<file path="config.mk">
export PLATFORM = sky130hd
export DESIGN_NAME = uart_rx_fifo
export DESIGN_NICKNAME = d
export VERILOG_FILES = /design/src/rtl/uart_rx_fifo.sv
export SDC_FILE = /design/constraint.sdc
export NUM_CORES = 1
export LEC_CHECK = 0
export ABC_AREA = 1
export CORE_ASPECT_RATIO = 1.75
export CORE_UTILIZATION = 30
export DETAILED_ROUTE_END_ITERATION = 7
export DONT_BUFFER_PORTS = 1
export SYNTH_ARGS = -nofsm -noshare
export SYNTH_HDL_FRONTEND = slang
export SYNTH_SLANG_ARGS = --single-unit
</file>
<file path="constraint.sdc">
create_clock -name clk -period 7.45 [get_ports clk]
set_input_delay 1.49 -clock clk [delete_from_list [all_inputs] [get_ports clk]]
set_output_delay 1.49 -clock clk [all_outputs]
set_load 0.02 [all_outputs]
</file>
<file path="src/rtl/uart_rx_fifo.sv">
// uart_rx_fifo: byte FIFO capturing UART receiver output on rxFinish rising edge; UART_RX_FIFO_FWFT_EN selects first-word fall-through reads
module uart_rx_fifo #(
  parameter int DEPTH = 16
) (
  input  logic                     clk,
  input  logic                     reset,
  input  logic [7:0]               rxData,
  input  logic                     rxFinish,
  input  logic                     rdReq,
  input  logic                     clrOverflow,
  output logic [7:0]               rdData,
  output logic                     rdValid,
  output logic                     empty,
  output logic                     full,
  output logic [$clog2(DEPTH):0]   level,
  output logic                     overflow
);
  localparam int AW = $clog2(DEPTH);
  logic [7:0]  mem [DEPTH];
  logic        fin_q;
  logic [AW:0] wp_q, wp_d, rp_q, rp_d;
  logic        ovf_q, ovf_d;
  logic        wr, rd, push;
  assign empty    = wp_q == rp_q;
  assign full     = (wp_q[AW] != rp_q[AW]) && (wp_q[AW-1:0] == rp_q[AW-1:0]);
  assign level    = wp_q - rp_q;
  assign overflow = ovf_q;
  // strobes and next-state: a pop frees a slot so a full FIFO can still accept a same-cycle push
  always_comb begin
    wr    = rxFinish & ~fin_q;
    rd    = rdReq & ~empty;
    push  = wr & (~full | rd);
    wp_d  = wp_q + (AW+1)'(push);
    rp_d  = rp_q + (AW+1)'(rd);
    ovf_d = (wr & full & ~rd) | (ovf_q & ~clrOverflow);
  end
  // edge detector, pointers and sticky overflow
  always_ff @(posedge clk or posedge reset) begin
    if (reset) begin
      fin_q <= 1'b0;
      wp_q  <= '0;
      rp_q  <= '0;
      ovf_q <= 1'b0;
    end else begin
      fin_q <= rxFinish;
      wp_q  <= wp_d;
      rp_q  <= rp_d;
      ovf_q <= ovf_d;
    end
  end
  // storage array, contents are not reset
  always_ff @(posedge clk) begin
    if (push) mem[wp_q[AW-1:0]] <= rxData;
  end
`ifdef UART_RX_FIFO_FWFT_EN
  assign rdData  = mem[rp_q[AW-1:0]];
  assign rdValid = ~empty;
`else
  logic [7:0] rd_data_q, rd_data_d;
  logic       rd_valid_q;
  // registered read data holds between pops
  always_comb rd_data_d = rd ? mem[rp_q[AW-1:0]] : rd_data_q;
  // read data register and one-cycle valid pulse
  always_ff @(posedge clk or posedge reset) begin
    if (reset) begin
      rd_data_q  <= '0;
      rd_valid_q <= 1'b0;
    end else begin
      rd_data_q  <= rd_data_d;
      rd_valid_q <= rd;
    end
  end
  assign rdData  = rd_data_q;
  assign rdValid = rd_valid_q;
`endif
endmodule

</file>
Word-level counts from Yosys, hierarchy flattened
Memories as Yosys holds them, arrays and structs flattened. A register that Yosys moved wholly into a read port is not among the register bits.
Index checks and enable logic that the tools add are counted.
{"block": "totals", "mem_bits_rw": 128, "memories": 1, "reg_bits": 13, "input_bits": 13, "wordCells": 28}
{"block": "op_classes", "addsub": 3, "n_reduce_logical": 1, "n_mux": 2, "n_eq_ne": 3, "bitwise": 13}
{"memory": "mem", "depth": 16, "width": 8, "read_ports": 1, "rd_clocked_by_memory_dff": 1, "wr": 1, "line_no": "19", "source": "logic [7:0] mem [DEPTH];"}
{"op": "5-bit by 1-bit adder with 5-bit output", "n": 2}
{"op": "1-bit AND", "n": 6}
{"op": "5-bit == test", "n": 1}
{"op": "1-bit inverter", "n": 5}
{"op": "5-bit subtractor", "n": 1}
{"op": "4-bit == test", "n": 1}
{"op": "1-bit two-way mux", "n": 2}
{"op": "1-bit OR", "n": 2}
{"op": "1-bit logical AND", "n": 1}
{"op": "1-bit inequality test", "n": 1}

Depth between registers and ports, before layout
{"block": "depth", "depth_word": 7, "depth_mapped": 15, "mapped_depth_nobuf": 13}

Worst setup path after synthesis
Ideal clock, no wire load.
{"block": "synth_path", "path_type": "reg-to-output", "from": "register rp_q[2]", "to": "output port level[4]", "t_required_ps": 5960, "stages_incl_launch_ff": 8, "setup_slack_ps": 4211, "arrival_time_ps": 1749, "path_cell_list": "dfrtp_1 buf_2 buf_2 inv_1 ha_1 nand2_2 o21ai_0 xor2_1"}
{"block": "synth_between", "elab_chain_len": 1}
{"element": "start: declaration", "line_no": "21", "source": "logic [AW:0] wp_q, wp_d, rp_q, rp_d;"}
{"element": "start signal: assignment", "line_no": "47", "source": "rp_q <= rp_d;"}
{"element": "5-bit subtractor", "line_no": "26", "source": "assign level = wp_q - rp_q;"}
{"element": "end: declaration", "line_no": "15", "source": "output logic [$clog2(DEPTH):0] level,"}
Every way passes these cells.

Worst setup path after layout
{"block": "layout_path", "from": "register rp_q[1]", "to": "output port level[3]"}
Same word-level chain as after synthesis.

==> impl_results.md <==
* Status: finished clean
* Drt pass-1 iters at 5
* Fill cells at 2148
* Commonest non-fill, non-tap cell in the layout: nand2_1
* Period utilization at between 50 and 60%
* Wirelength per Cell at about 16 um
* Post-Syn Instances at 643
* CTS buffer count at 17
* Worst r2r path cells at 11
* CTS hold repair buffers at 0
* RSZ-0062 raised after global routing: no
* Share of layout cells above drive strength 1 at 7.351%
* Crit-path max FO at 33
* Clock latency on the worst-skew pair at between 0.4 and 0.5 ns
* Core area at ~22000 sq um
* Number of synthesized flops with an enable pin at 128
* Crit path kind: register to output pin
* Hold Crit Start: wp_q[4]
* Arrival time worst endpoint at 2.67 ns
* Die area at around 23000 sq um
* Worst Hold Class: register to register
* Worst Path Required at 5.96 ns
* Die Y-Extent at 199.0 um
* Synth warn at 0
* Largest net degree at the start of global routing at between 60 and 70
* Reg-to-Reg Start: rp_q[1]
* Post-DRT Antenna Nets at 0
* Final Non-Filler Cells at 945
* Sink Count at 149
* CTS clk-pin slew, worst paths at 0.06 ns
* Reg-to-reg endpoint: mem[6][7]
* Area grow syn2layout at 11.78%
* CP Capture Type: output pin
* Slew Viols, Final at 0
* Synth async-reset ratio at 14.09%
* Ant. Diodes at 0
* Grt total ovfl at 0
* F_max at 240.5 MHz
* Pleak at between 3 and 4 nW
* Avg Inst Size Synth at 10.34 sq um
* CTS H-Tree Depth at 4
* Power per Cell Area at 390.9 nW/um^2
* Cell Area, Synth at 6650 sq um
* Clk root buf: clkbuf_16
* Via count at 4150
* Final WL at ~15 mm
* Drt initial violations at 223
* Vias in the first global route at 4264
* Post-route setup TNS at 0 ns
* Port-buffer cells at 0
* GRT Total Usage at 14.48%
* Syn_nets at around 670
* CTS tree: yes
* Endpoints failing hold at 0
* Final HPWL DP at 10.11 mm
* Via density at 4.392
* Skew final at 0.009844 ns
* CTS max path bufs at 2
* Starting Density at 30.81%
* Number of max-cap violations at 0
* Initial antenna violation count at 0
* FP Rows at 71
* Hold path depth at 2
* Placed Instances at 913
* I/O Pins at 30
* Post-CTS setup repair buffer count at 0
* Endpoints failing setup at 0
* CP Launch Type: register
* Worst Hold End: wp_q[4]
* Worst vdd ir at about 0.32 mV
* Max-slew headroom at 24.60%
* Actual slew at the worst max-slew pin at 1.131 ns
* RD Place Congestion at 0.7989
* Most frequent cells in the layout: nand2_1 (169), edfxtp_1 (128), inv_1 (108)
* Sequential area share after synthesis at 65.70%
* Die X-Extent at approximately 110 um
* Netlist cell types at 25
* Drt drc at 0
* Yosys reg bits at 149
* First-pass GRT wire length at 23.39 mm
* Min Tclk post-route at 4.158 ns
* CTS resizes at 0
* Flop-to-flop setup slack at 4.18 ns
* Nets at 662
* Top FF cell, synth: edfxtp_1
[worst max-delay path by stage]
| stage | endpoint | slack [ns] | cells after the start | startpoint |
|---|---|---|---|---|
| 3_5_place_dp | level[3] | 3.76 | 5 | rp_q[1] |
| 5_1_grt | level[3] | 3.08 | 5 | rp_q[1] |
| 4_1_cts | level[3] | 3.29 | 5 | rp_q[1] |
| 3_3_place_gp | level[3] | 3.78 | 5 | rp_q[1] |
| 2_1_floorplan | level[4] | 4.21 | 7 | rp_q[2] |
| 6_report | level[3] | 3.29 | 5 | rp_q[1] |
[per-layer routing]
layer / vias to the layer above / share of wire, % / global-route usage [%]
li1: 2045 / - / -
met1: 1977 / 34 / 13.57
met2: 98 / 58 / 28.44
met3: 30 / 3.8 / 2.194
met4: 0 / 4.3 / 9.235
met5: - / 0 / 0
[sequential cells by signal, summed over array words and instances, names as in the netlist]
signal    count
rp_q          5
rdValid       1
mem         128
wp_q          5
fin_q         1
rdData        8
overflow      1
[per-stage QoR]
stage / setup slack (ns) / instance area (sq um) / utilization, % / hold slack, ns / total power [mW]
2_1_floorplan: 4.211 / 6650 / - / 0.5244 / 1.870
6_report: 3.292 / 7433 / 34.43 / 0.5803 / 2.906
3_5_place_dp: 3.761 / 6859 / 31.77 / 0.5708 / 2.101
4_1_cts: 3.288 / 7433 / 34.43 / 0.5827 / 2.935
3_3_place_gp: 3.778 / 6859 / 31.77 / 0.5671 / 2.090
5_1_grt: 3.083 / 7433 / 34.43 / 0.6029 / 3.062
[report_power, final]
| part | total [mW] | leakage (nW) | internal, mW | switching, mW |
|---|---|---|---|---|
| clock network | 0.841 | 0.280 | 0.520 | 0.321 |
| registers | 1.11 | 1.39 | 0.999 | 0.115 |
| logic | 0.950 | 1.44 | 0.264 | 0.686 |
[worst max-delay path, stage by stage, from the launching register on]
cell and delay, ns:
dfrtp_1 0.69, inv_2 0.44, ha_1 0.43, nand2_1 0.06, o21ai_0 0.20, xor2_1 0.41
[cell usage after synthesis (2+ instances only)]
library cell	count	share of area, %
nand2_2	3	0.28
buf_2	12	0.90
a21oi_1	3	0.23
nand2_1	169	9.5
nand3_2	4	0.60
nor2_1	58	3.3
inv_1	108	6.1
inv_2	5	0.28
nand3_1	91	6.8
o21ai_0	3	0.23
ha_1	8	1.5
dfrtp_1	21	7.9
nand2_4	2	0.34
nor2_4	2	0.34
buf_6	7	1.2
buf_4	4	0.45
edfxtp_1	128	58
xor2_1	8	1.1
[logic make-up after synthesis]
logic type      after synthesis  share of synthesized area, %
xor+xnor                      9                         1.185
compound gates                7                        0.6961
simple gates                330                         21.49
buf+inv                     139                         9.125
flops                       149                         65.70
fa+ha+maj                     9                         1.806
[cell type report]
type                    instances  area (sq um)  area share, %
flip-flops and latches        149          4370          58.79
well taps                     292         365.4          4.915
multi-input cells             355          1674          22.52
clock inverters                12         137.6          1.852
repair buffers                  2         15.01         0.2020
clock buffers                  20         436.7          5.874
inverters                     115         434.2          5.841
(Power assumes the default switching activity.)
